<file path="config.mk">
export PLATFORM = sky130hd
export DESIGN_NAME = auto_nav_ctrl
export DESIGN_NICKNAME = d
export VERILOG_FILES = /design/src/rtl/auto_nav_pkg.sv /design/src/rtl/det_debounce.sv /design/src/rtl/auto_nav_ctrl.sv
export SDC_FILE = /design/constraint.sdc
export NUM_CORES = 1
export LEC_CHECK = 0
export CORE_MARGIN = 5
export CORE_UTILIZATION = 59
export CTS_CLUSTER_SIZE = 8
export DETAILED_ROUTE_END_ITERATION = 7
export PLACE_DENSITY = 0.8
export SETUP_SLACK_MARGIN = 0.05
export SLEW_MARGIN = 30
export SYNTH_ARGS = -nofsm -noshare
export SYNTH_HDL_FRONTEND = slang
export SYNTH_SLANG_ARGS = --single-unit
</file>
<file path="constraint.sdc">
create_clock -name sys_clk -period 3.5 [get_ports sys_clk]
set_input_delay 0.525 -clock sys_clk [delete_from_list [all_inputs] [get_ports sys_clk]]
set_output_delay 0.525 -clock sys_clk [all_outputs]
set_load 0.01 [all_outputs]
</file>
<file path="src/rtl/auto_nav_pkg.sv">
// Shared encodings and decision helpers for the maze-navigation controller.
package auto_nav_pkg;

   typedef enum logic [2:0] {
      StIdle  = 3'd0,
      StMove  = 3'd1,
      StWait  = 3'd2,
      StTurn  = 3'd3,
      StClear = 3'd4
   } nav_state_e;

   typedef enum logic [1:0] {
      DirF      = 2'd0,
      DirL      = 2'd1,
      DirR      = 2'd2,
      DirAround = 2'd3
   } nav_dir_e;

   typedef enum logic [1:0] {
      ClsCorridor = 2'd0,
      ClsBend     = 2'd1,
      ClsDead     = 2'd2,
      ClsFork     = 2'd3
   } nav_cls_e;

   function automatic nav_cls_e classify(input logic f_open, input logic l_open,
                                         input logic r_open);
      logic [1:0] n_open;
      n_open = {1'b0, f_open} + {1'b0, l_open} + {1'b0, r_open};
      if (n_open == 2'd0) return ClsDead;
      if (n_open != 2'd1) return ClsFork;
      return f_open ? ClsCorridor : ClsBend;
   endfunction

   // Wall-follow: prefer the policy side, then straight, then the other side.
   function automatic nav_dir_e policy_choice(input logic right_hand, input logic f_open,
                                              input logic l_open, input logic r_open);
      if (!right_hand) begin
         if (l_open) return DirL;
         if (f_open) return DirF;
         return DirR;
      end
      if (r_open) return DirR;
      if (f_open) return DirF;
      return DirL;
   endfunction

endpackage

</file>
<file path="src/rtl/det_debounce.sv">
// Tick-based debouncer for one barrier detector; powers up reporting "blocked".
module det_debounce #(
   parameter int unsigned DEB_TICKS = 50
) (
   input  logic sys_clk,
   input  logic rst,
   input  logic tick,
   input  logic raw,
   output logic db
);

   localparam int unsigned CW = $clog2(DEB_TICKS + 1);

   logic [CW-1:0] cnt_q, cnt_d;
   logic          db_q, db_d;

   always_comb begin
      cnt_d = cnt_q;
      db_d  = db_q;
      if (raw == db_q) begin
         cnt_d = '0;
      end else if (tick) begin
         if (cnt_q == CW'(DEB_TICKS - 1)) begin
            db_d  = raw;
            cnt_d = '0;
         end else begin
            cnt_d = cnt_q + 1'b1;
         end
      end
   end

   always_ff @(posedge sys_clk or negedge rst) begin
      if (!rst) begin
         cnt_q <= '0;
         db_q  <= 1'b1;
      end else begin
         cnt_q <= cnt_d;
         db_q  <= db_d;
      end
   end

   assign db = db_q;

endmodule

</file>
<file path="src/rtl/auto_nav_ctrl.sv">
// Maze-driving controller: debounced detectors, ms tick prescaler and the
// semi-/full-auto navigation FSM with registered Moore outputs.
module auto_nav_ctrl #(
   parameter int unsigned TICK_DIV    = 100000,
   parameter int unsigned DEB_TICKS   = 50,
   parameter int unsigned TURN_TICKS  = 900,
   parameter int unsigned CLEAR_TICKS = 1500,
   parameter int unsigned WAIT_TICKS  = 0,
   parameter int unsigned CNT_W       = 8
) (
   input  logic             sys_clk,
   input  logic             rst,
   input  logic             enable,
   input  logic             auto_mode,
   input  logic             policy,
   input  logic             front_det,
   input  logic             left_det,
   input  logic             right_det,
   input  logic             back_det,
   input  logic             cmd_forward,
   input  logic             cmd_left,
   input  logic             cmd_right,
   input  logic             cmd_around,
   output logic             move_forward,
   output logic             turn_left,
   output logic             turn_right,
   output logic             waiting,
   output logic [2:0]       state_out,
   output logic [CNT_W-1:0] turn_count
);
   import auto_nav_pkg::*;

   localparam int unsigned TW       = (TICK_DIV > 1) ? $clog2(TICK_DIV) : 1;
   localparam int unsigned TURN_MAX = 2 * TURN_TICKS;
   localparam int unsigned DUR_MAX  = (TURN_MAX > CLEAR_TICKS) ?
      ((TURN_MAX > WAIT_TICKS) ? TURN_MAX : WAIT_TICKS) :
      ((CLEAR_TICKS > WAIT_TICKS) ? CLEAR_TICKS : WAIT_TICKS);
   localparam int unsigned DW       = $clog2(DUR_MAX + 1);

   logic [TW-1:0] tdiv_q;
   logic          tick;

   assign tick = (tdiv_q == TW'(TICK_DIV - 1));

   always_ff @(posedge sys_clk or negedge rst) begin
      if (!rst)      tdiv_q <= '0;
      else if (tick) tdiv_q <= '0;
      else           tdiv_q <= tdiv_q + 1'b1;
   end

   logic [3:0] raw_det, db_det;
   logic       back_db_unused;

   assign raw_det        = {back_det, right_det, left_det, front_det};
   assign back_db_unused = db_det[3];

   for (genvar i = 0; i < 4; i++) begin : g_deb
      det_debounce #(
         .DEB_TICKS(DEB_TICKS)
      ) u_deb (
         .sys_clk(sys_clk),
         .rst    (rst),
         .tick   (tick),
         .raw    (raw_det[i]),
         .db     (db_det[i])
      );
   end

   logic     f_open, l_open, r_open;
   nav_cls_e cls;
   nav_dir_e pol_dir;

   assign f_open  = ~db_det[0];
   assign l_open  = ~db_det[1];
   assign r_open  = ~db_det[2];
   assign cls     = classify(f_open, l_open, r_open);
   assign pol_dir = policy_choice(policy, f_open, l_open, r_open);

   // Commands are acted on one cycle after their registered rising edge.
   logic [3:0] cmd_vec, cmd_prev_q, cmd_edge_q;
   assign cmd_vec = {cmd_around, cmd_right, cmd_left, cmd_forward};

   always_ff @(posedge sys_clk or negedge rst) begin
      if (!rst) begin
         cmd_prev_q <= '0;
         cmd_edge_q <= '0;
      end else begin
         cmd_prev_q <= cmd_vec;
         cmd_edge_q <= cmd_vec & ~cmd_prev_q;
      end
   end

   nav_state_e       state_q, state_d;
   nav_dir_e         dir_q, dir_d;
   logic [DW-1:0]    dur_q, dur_d, dur_lim;
   logic [CNT_W-1:0] tc_q, tc_d;
   logic             dur_hit;
   logic             mf_q, tl_q, tr_q, wait_q;

   always_comb begin
      case (state_q)
         StTurn:  dur_lim = (dir_q == DirAround) ? DW'(TURN_MAX) : DW'(TURN_TICKS);
         StClear: dur_lim = DW'(CLEAR_TICKS);
         StWait:  dur_lim = DW'(WAIT_TICKS);
         default: dur_lim = '0;
      endcase
   end

   assign dur_hit = tick && (dur_q == dur_lim - 1'b1);

   always_comb begin
      state_d = state_q;
      dir_d   = dir_q;
      dur_d   = tick ? dur_q + 1'b1 : dur_q;
      tc_d    = tc_q;
      case (state_q)
         StIdle: if (enable) state_d = StMove;
         StMove: begin
            case (cls)
               ClsCorridor: state_d = StMove;
               ClsBend: begin
                  state_d = StTurn;
                  dir_d   = l_open ? DirL : DirR;
               end
               ClsDead: begin
                  state_d = StTurn;
                  dir_d   = DirAround;
               end
               default: begin
                  if (auto_mode) begin
                     dir_d   = pol_dir;
                     state_d = (pol_dir == DirF) ? StClear : StTurn;
                  end else begin
                     state_d = StWait;
                  end
               end
            endcase
         end
         StWait: begin
            if (cmd_edge_q[0] && f_open) begin
               state_d = StClear;
               dir_d   = DirF;
            end else if (cmd_edge_q[1] && l_open) begin
               state_d = StTurn;
               dir_d   = DirL;
            end else if (cmd_edge_q[2] && r_open) begin
               state_d = StTurn;
               dir_d   = DirR;
            end else if (cmd_edge_q[3]) begin
               state_d = StTurn;
               dir_d   = DirAround;
            end else if (WAIT_TICKS != 0 && dur_hit) begin
               dir_d   = pol_dir;
               state_d = (pol_dir == DirF) ? StClear : StTurn;
            end
         end
         StTurn:  if (dur_hit) state_d = StClear;
         StClear: if (cls == ClsCorridor || dur_hit) state_d = StMove;
         default: state_d = StIdle;
      endcase
      if (!enable) state_d = StIdle;
      if (state_d != state_q) dur_d = '0;
      if (state_d == StTurn && state_q != StTurn && tc_q != '1) tc_d = tc_q + 1'b1;
   end

   // Outputs are registered from the next state so they always match state_q/dir_q.
   always_ff @(posedge sys_clk or negedge rst) begin
      if (!rst) begin
         state_q <= StIdle;
         dir_q   <= DirF;
         dur_q   <= '0;
         tc_q    <= '0;
         mf_q    <= 1'b0;
         tl_q    <= 1'b0;
         tr_q    <= 1'b0;
         wait_q  <= 1'b0;
      end else begin
         state_q <= state_d;
         dir_q   <= dir_d;
         dur_q   <= dur_d;
         tc_q    <= tc_d;
         mf_q    <= (state_d == StMove) || (state_d == StClear);
         tl_q    <= (state_d == StTurn) && ((dir_d == DirL) || (dir_d == DirAround));
         tr_q    <= (state_d == StTurn) && (dir_d == DirR);
         wait_q  <= (state_d == StWait);
      end
   end

   assign move_forward = mf_q;
   assign turn_left    = tl_q;
   assign turn_right   = tr_q;
   assign waiting      = wait_q;
   assign state_out    = state_q;
   assign turn_count   = tc_q;

endmodule
</file>
# Yosys cells after proc, flatten, opt, wreduce, memory -nomap -nowiden
# Cells that the tools add are included.
[totals]
register_bits = 74
in_bits = 13
output_inout_bits = 15
[classes]
n_eq_ne = 26
mux = 60
reduce_logical = 23
bitwise_logic = 8
n_addsub = 9
[ops]
columns = ["operator", "count"]
rows = [
  ["6-bit two-way mux", 9],
  ["2-bit two-way mux", 20],
  ["11-bit two-way mux", 3],
  ["3-bit two-way mux", 9],
  ["11-bit case mux with 2 select lines", 1],
  ["6-bit by 1-bit adder with 6-bit output (second input constant)", 3],
  ["6-bit equality test (second input constant)", 3],
  ["17-bit by 1-bit adder with 17-bit output (second input constant)", 1],
  ["17-bit equality test (second input constant)", 1],
  ["17-bit two-way mux", 1],
  ["3-bit case mux with 5 select lines", 1],
  ["1-bit two-way mux", 13],
  ["3-bit by 2-bit equality test with 1-bit output (second input constant)", 4],
  ["11-bit by 1-bit adder with 11-bit output (second input constant)", 1],
  ["11-bit equality test", 1],
  ["11-bit by 1-bit subtractor with 11-bit output (second input constant)", 1],
  ["3-bit AND reduction", 3],
  ["8-bit by 1-bit adder with 8-bit output (second input constant)", 1],
  ["2-bit equality test (second input constant)", 4],
  ["1-bit logical AND", 8],
  ["8-bit != test (second input constant)", 1],
  ["2-bit nonzero test", 4],
  ["3-bit by 1-bit equality test with 1-bit output (second input constant)", 2],
  ["3-bit equality test (second input constant)", 2],
  ["17 further kinds", 29],
]

# Depth between registers and ports, before layout
[depth]
word_depth = 21
ltp_mapped = 14

# Hierarchy
# Synthesis repeated with hierarchy kept, for this count alone.
[unflattened]
cells_unflattened = 426
area_unflattened_um2 = 4134.0
[by_module_without_submodules]
columns = ["module", "area_each_um2", "instances", "cells_each"]
rows = [
  ["auto_nav_ctrl", 2977.9, 1, 303],
  ["det_debounce", 385.4, 3, 41],
]

# Worst setup path after synthesis
# OpenSTA, ideal clock, no wires.
[synth_timing]
path_type = "reg-to-reg"
start = "reg state_q[0] (netlist: state_out[0])"
end = "reg dur_q[0]"
arrival_ns = 2.975
setup_time_ns = 0.123
path_buffers = 2
path_slack_ns = 0.403
path_stages_with_launch = 14
synth_period_minus_slack_ns = 3.097
cell_sequence = "dfrtp_1 -> clkbuf_1 -> or3b_2 -> a21boi_0 -> ha_1 -> inv_1 -> ha_1 -> xor2_1 -> nor2_1 -> nand4_1 -> or3_4 -> o31ai_1 -> buf_2 -> nor3_1"
[synth_via]
elab_chain_len = 11
elab_cells_between_ends = 21
cone_classes = "add/sub (1); eq/ne (6); mux (10); reduce/logical (4)"
[synth_lines]
columns = ["item", "line", "text"]
rows = [
  ["from (decl)", "auto_nav_ctrl.sv:93", "nav_state_e state_q, state_d;"],
  ["from (signal assigned)", "auto_nav_ctrl.sv:169", "state_q <= StIdle;"],
  ["from (signal assigned)", "auto_nav_ctrl.sv:178", "state_q <= state_d;"],
  ["3-bit equality test or 3-bit by 2-bit equality test with 1-bit output (tied branches)", "auto_nav_ctrl.sv:101, auto_nav_ctrl.sv:116", ""],
  ["11-bit case mux with 2 select lines", "auto_nav_ctrl.sv:101", "case (state_q)"],
  ["11-bit by 1-bit subtractor with 11-bit output", "auto_nav_ctrl.sv:109", "assign dur_hit = tick && (dur_q == dur_lim - 1'b1);"],
  ["11-bit equality test", "auto_nav_ctrl.sv:109", ""],
  ["1-bit logical AND", "auto_nav_ctrl.sv:109", ""],
  ["1-bit logical OR", "auto_nav_ctrl.sv:158", "StClear: if (cls == ClsCorridor || dur_hit) state_d = StMove;"],
  ["3-bit two-way mux", "auto_nav_ctrl.sv:158", ""],
  ["3-bit case mux with 5 select lines", "auto_nav_ctrl.sv:116", "case (state_q)"],
  ["3-bit two-way mux", "auto_nav_ctrl.sv:161", "if (!enable) state_d = StIdle;"],
  ["3-bit != test (*)", "auto_nav_ctrl.sv:162", "if (state_d != state_q) dur_d = '0;"],
  ["11-bit two-way mux or 2-bit nonzero test (tied branches)", "n/a", ""],
  ["to (signal assigned)", "auto_nav_ctrl.sv:180", "dur_q <= dur_d;"],
  ["to (decl)", "auto_nav_ctrl.sv:95", "logic [DW-1:0] dur_q, dur_d, dur_lim;"],
]
# Mark *: on every way between the ends. The rest lies on a longest branch, timed or not.
# A chain may end at the register's enable or synchronous reset.

# Worst setup path in the final report
[layout_timing]
start = "reg g_deb[2].u_deb.db_q"
end = "reg tc_q[7] (netlist: turn_count[7])"
[layout_via]
elab_chain_len = 15
elab_cells_between_ends = 36
cone_classes = "add/sub (1); eq/ne (4); mux (22); bitwise (1); reduce/logical (8)"
[layout_lines]
columns = ["item", "line", "text"]
rows = [
  ["from (decl)", "det_debounce.sv:15", "logic db_q, db_d;"],
  ["from (signal assigned)", "det_debounce.sv:35", "db_q <= 1'b1;"],
  ["from (signal assigned)", "det_debounce.sv:38", "db_q <= db_d;"],
  ["1-bit inverter", "auto_nav_ctrl.sv:75", "assign r_open = ~db_det[2];"],
  ["2-bit by 1-bit adder with 2-bit output", "auto_nav_pkg.sv:29", "n_open = {1'b0, f_open} + {1'b0, l_open} + {1'b0, r_open};"],
  ["2-bit by 1-bit != test with 1-bit output", "auto_nav_pkg.sv:31", "if (n_open != 2'd1) return ClsFork;"],
  ["1-bit two-way mux (2 in series)", "auto_nav_pkg.sv:31", ""],
  ["2-bit two-way mux", "auto_nav_pkg.sv:32", "return f_open ? ClsCorridor : ClsBend;"],
  ["2-bit two-way mux", "auto_nav_pkg.sv:31", ""],
  ["2-bit equality test, or another cell as far along", "auto_nav_ctrl.sv:119", "case (cls)"],
  ["2-bit OR reduction (no line) or 1-bit logical OR (tied branches)", "n/a", ""],
  ["3-bit case mux with 2 select lines or 3-bit two-way mux (tied branches)", "auto_nav_ctrl.sv:119, auto_nav_ctrl.sv:158", ""],
  ["3-bit case mux with 5 select lines (*)", "auto_nav_ctrl.sv:116", ""],
  ["3-bit two-way mux (*)", "auto_nav_ctrl.sv:161", ""],
  ["3-bit by 2-bit equality test with 1-bit output (*)", "auto_nav_ctrl.sv:163", "if (state_d == StTurn && state_q != StTurn && tc_q != '1) tc_d = tc_q + 1'b1;"],
  ["1-bit logical AND (*) (2 in series)", "auto_nav_ctrl.sv:163", ""],
  ["to (signal assigned)", "auto_nav_ctrl.sv:181", "tc_q <= tc_d;"],
  ["to (decl)", "auto_nav_ctrl.sv:96", "logic [CNT_W-1:0] tc_q, tc_d;"],
]
# Mark *: on every way between the ends. The rest lies on a longest branch, timed or not. The select of a mux whose other input is x is not followed.

==> tab_implementation.tex <==
\begin{tabular}{lr}
\hline
Metric & Value \\
\hline
\multicolumn{2}{l}{\textbf{Yosys}} \\
\quad Register bit count reported by yosys & 74 \\
\quad Post-synth top area share & 43.5\% \\
\quad Share of synthesized registers carrying an async set or reset & 100\% \\
\quad Top flip-flop cell by instance count after synthesis & dfrtp\_1 \\
\quad Post-Synthesis Mean Instance Area & 9.60 um\^{}2 \\
\quad Warnings, synthesis & 0 \\
\quad Leading area contributor after synthesis & dfrtp\_1 \\
\quad Number of nets in the synthesized netlist & 456 \\
\quad Share of synthesized area occupied by flip-flops and latches & 45.4\% \\
\quad Unique cell type count in the Yosys netlist & 58 \\
\quad Number of cells produced by synthesis & 426 \\
\quad Number of enable-type register cells in the synthesized netlist & 0 \\
\quad Post-synth design cell area & 4090 um\^{}2 \\
\quad Main area contributors after synthesis & dfrtp\_1, ha\_1, xnor2\_1 \\
\multicolumn{2}{l}{\textbf{STA}} \\
\quad Min Tclk post-route & 3220 ps \\
\quad Final worst setup slack & 284 ps \\
\quad Setup repair after global routing missed its margin & no \\
\quad Total setup violations reported at the end of the flow & 0 \\
\quad Slew headroom & 55.1\% \\
\quad Part of the cycle the worst path needs & 91.9\% \\
\quad Accumulated negative setup slack & 0 ps \\
\quad Final Hold Vio Count & 0 \\
\quad Transition time at the pin with the least slew margin & 673 ps \\
\quad Slew Viols, Final & 0 \\
\quad Highest clock rate & 311 MHz \\
\quad Post-Route Skew & 15.8 ps \\
\multicolumn{2}{l}{\textbf{Power and ir drop}} \\
\quad Sequential power share & 45.3\% \\
\quad Internal power contribution & 1510 uW \\
\quad Net Switching & 622 uW \\
\quad P\_leak & 0.00202 uW \\
\quad Fraction of power spent switching nets & 29.2\% \\
\quad Worst vdd rail ir drop & 221 uV \\
\quad Pwr Density & 454 nW/um\^{}2 \\
\quad Overall Power & 2130 uW \\
\quad Clock Power Share & 34.6\% \\
\quad Combinational power share & 20.1\% \\
\multicolumn{2}{l}{\textbf{Clock network}} \\
\quad Clock root cell & clkbuf\_8 \\
\quad Sink count of the clock tree & 74 \\
\quad CTS tree & yes \\
\quad Quantity of gates resized following cts & 0 \\
\quad Clock latency at the later pin of the worst-skew pair & 360 ps \\
\quad Number of post-CTS setup repair buffers & 0 \\
\quad Clock transition at the registers of the reported paths & 90 ps \\
\quad Number of buffers created by CTS & 9 \\
\quad Number of levels in the clock H-tree & 3 \\
\quad Number of buffers on the longest clock path & 2 \\
\quad Hold-fix buffers at CTS & 0 \\
\multicolumn{2}{l}{\textbf{Floorplanning}} \\
\quad Die area & 8700 um\^{}2 \\
\quad Area of the core region & 6760 um\^{}2 \\
\quad Initial standard-cell utilization of the core & 60.5\% \\
\quad \# rows & 30 \\
\quad Number of top-level pins & 28 \\
\quad Die X & 93.3 um \\
\quad Y dimension of the die & 93.3 um \\
\multicolumn{2}{l}{\textbf{Route}} \\
\quad Detailed-route vias per instance & 5.93 \\
\quad Violation count after the first detailed-route iteration & 225 \\
\quad Routed WL & 8730 um \\
\quad WL per Instance & 15.9 um \\
\quad Number of antenna-violating nets in the routed design & 0 \\
\quad DRC errors left & 0 \\
\quad Detailed-routing iteration count for the pre-antenna-repair pass & 4 \\
\quad Via count & 3249 \\
\multicolumn{2}{l}{\textbf{Setup path}} \\
\quad Count of buffering cells on the critical path with inverters included & 0 \\
\quad Nature of the critical path endpoint & flop \\
\quad Critical-path cell list & fa\_1 -> nand2b\_1 -> ha\_1 -> nor2b\_1 -> o31ai\_2 -> or4b\_1 -> nor4\_1 -> xor2\_1 \\
\quad Slowest CP cell & dfstp\_2 \\
\quad Element type at the critical path start & flop \\
\quad Worst-path fanout max & 8 \\
\quad Slowest Stage Delay on Critical Path & 620 ps \\
\quad CP top delay family & simple AND/OR/NAND/NOR gates \\
\quad Crit path arrival time & 3510 ps \\
\quad Critical Setup Path Class & reg -> reg \\
\quad Required time at the endpoint of the critical path & 3790 ps \\
\multicolumn{2}{l}{\textbf{Global route}} \\
\quad Number of global-route vias before repair & 3214 \\
\quad Antenna violations before repair & 0 \\
\quad Global routing usage summed across all routing layers & 22.2\% \\
\quad Global-route congestion overflow total & 0 \\
\quad Pin count of the biggest net entering global routing & 75 \\
\quad Global-route wire length before repair & 15400 um \\
\multicolumn{2}{l}{\textbf{Layout}} \\
\quad Filler Cell Count & 505 \\
\quad Relative area change from synthesis to final layout & 15.0\% \\
\quad Fraction of final layout cells sized beyond drive strength 1 & 8.97\% \\
\quad Count of inserted antenna diode cells & 0 \\
\quad Number of nets in the finished design & 493 \\
\quad Multi-input gate area in the final layout & 2120 um\^{}2 \\
\quad Register area & 1860 um\^{}2 \\
\multicolumn{2}{l}{\textbf{Outcome}} \\
\quad Outcome & complete, no violations \\
\multicolumn{2}{l}{\textbf{Placed design}} \\
\quad Placer Congestion & 0.978 \\
\quad Port Buffer Count & 26 \\
\quad Total half-perimeter wirelength after legalization and detailed placement & 6000 um \\
\quad DP Worst Slack & 244 ps \\
\multicolumn{2}{l}{\textbf{Run}} \\
\quad Count of maximum capacitance violations & 0 \\
\multicolumn{2}{l}{\textbf{Worst hold path}} \\
\quad Hold WC Path Type & in -> async \\
\hline
\end{tabular}
==> synthesized netlist by cell type, types with 6 or more instances <==
cell and number:
a21oi_1 16, clkbuf_1 7, dfrtp_1 71, ha_1 15, inv_1 20, nand2_1 36, nand3_1 22, nand4_1 17
nor2_1 38, nor2b_1 16, nor3_1 20, o21ai_0 26, o31ai_1 6, xnor2_1 21, xor2_1 21
==> area by class of cell <==
class	instances	share of cell area, %
Sequential cell	74	39.5
Timing Repair Buffer	35	7.00
Clock buffer	10	2.71
Multi-Input combinational cell	323	45.2
Tap cell	80	2.13
Clock inverter	6	1.92
Inverter	20	1.60
==> per-stage QoR <==
step	util, %	hold slack [ps]	std cells	cell area [um^2]
floorplan	-	229	426	4090
global placement	66.2	384	532	4480
CTS	69.5	341	548	4690
global route	69.6	243	548	4700
detailed placement	66.2	385	532	4480
finish	69.6	160	548	4700
==> final timing paths <==
check / cells past startpoint / startpoint / end / slack, ps
max: 8 / g_deb[2].u_deb.db / turn_count[7] / 280
min: 1 / rst / g_deb[0].u_deb.cnt_q[2] / 160
max reg2reg: 8 / g_deb[2].u_deb.db / turn_count[7] / 280
min reg2reg: 1 / cmd_prev_q[2] / cmd_edge_q[2] / 380
max in group asynchronous: 1 / rst / dur_q[4] / 2860
min in group sys_clk: 1 / cmd_prev_q[2] / cmd_edge_q[2] / 380
==> placed cells by master, fill, tap and decap left out, types with 3 or more instances in the layout <==
cell type	n
o21ai_0	26
nor3_1	20
dfrtp_1	71
buf_4	9
o31ai_1	5
ha_1	15
nand4_1	17
clkbuf_8	9
nand2b_1	5
and3_1	4
nor2b_1	16
xnor2_1	21
nand2_1	36
xor2_1	21
a31o_2	3
a21oi_1	16
or3_1	4
nor2_1	38
inv_1	20
clkdlybuf4s50_1	25
a211oi_1	3
nand3_1	22
dfstp_2	3
==> kinds of logic (layout without fill, tap and decap cells) <==
group / count (synthesis) / after routing / share of synthesized area, %
AOI/OAI and AO/OA: 78 / 78 / 12.8
xor gates and xnor gates: 42 / 42 / 9.00
adders and majority gates: 17 / 17 / 5.57
DFF: 74 / 74 / 45.4
buffers and inverters: 29 / 71 / 2.78
and+or+nand+nor: 182 / 182 / 23.4
muxes: 4 / 4 / 1.04
==> metal layers <==
metal | vias to the layer above | routed length (um) | track usage, % | part of all wire [%]
met1 | 1577 | 3990 | 30.3 | 46
li1 | 1596 | - | - | -
met2 | 64 | 4250 | 35.5 | 49
met5 | - | 0 | 0 | 0
met4 | 0 | 155 | 8.06 | 1.8
met3 | 12 | 325 | 3.94 | 3.7
==> power by group through the flow <==
stage	Clock, uW	Combinational [uW]	Sequential, uW
6_report	739	428	967
5_1_grt	791	470	971
4_1_cts	751	425	964
3_5_place_dp	0	419	981
3_3_place_gp	0	410	979
2_1_floorplan	0	223	988
==> sequential cells by signal, indices dropped and copies added, names as in the netlist, 2 cells and up <==
name               cells
g_deb.u_deb.db         3
turn_count             8
dir_q                  2
state_out              3
tdiv_q                17
g_deb.u_deb.cnt_q     18
cmd_prev_q             4
cmd_edge_q             4
dur_q                 11
Power figures use the tool's default switching activity.
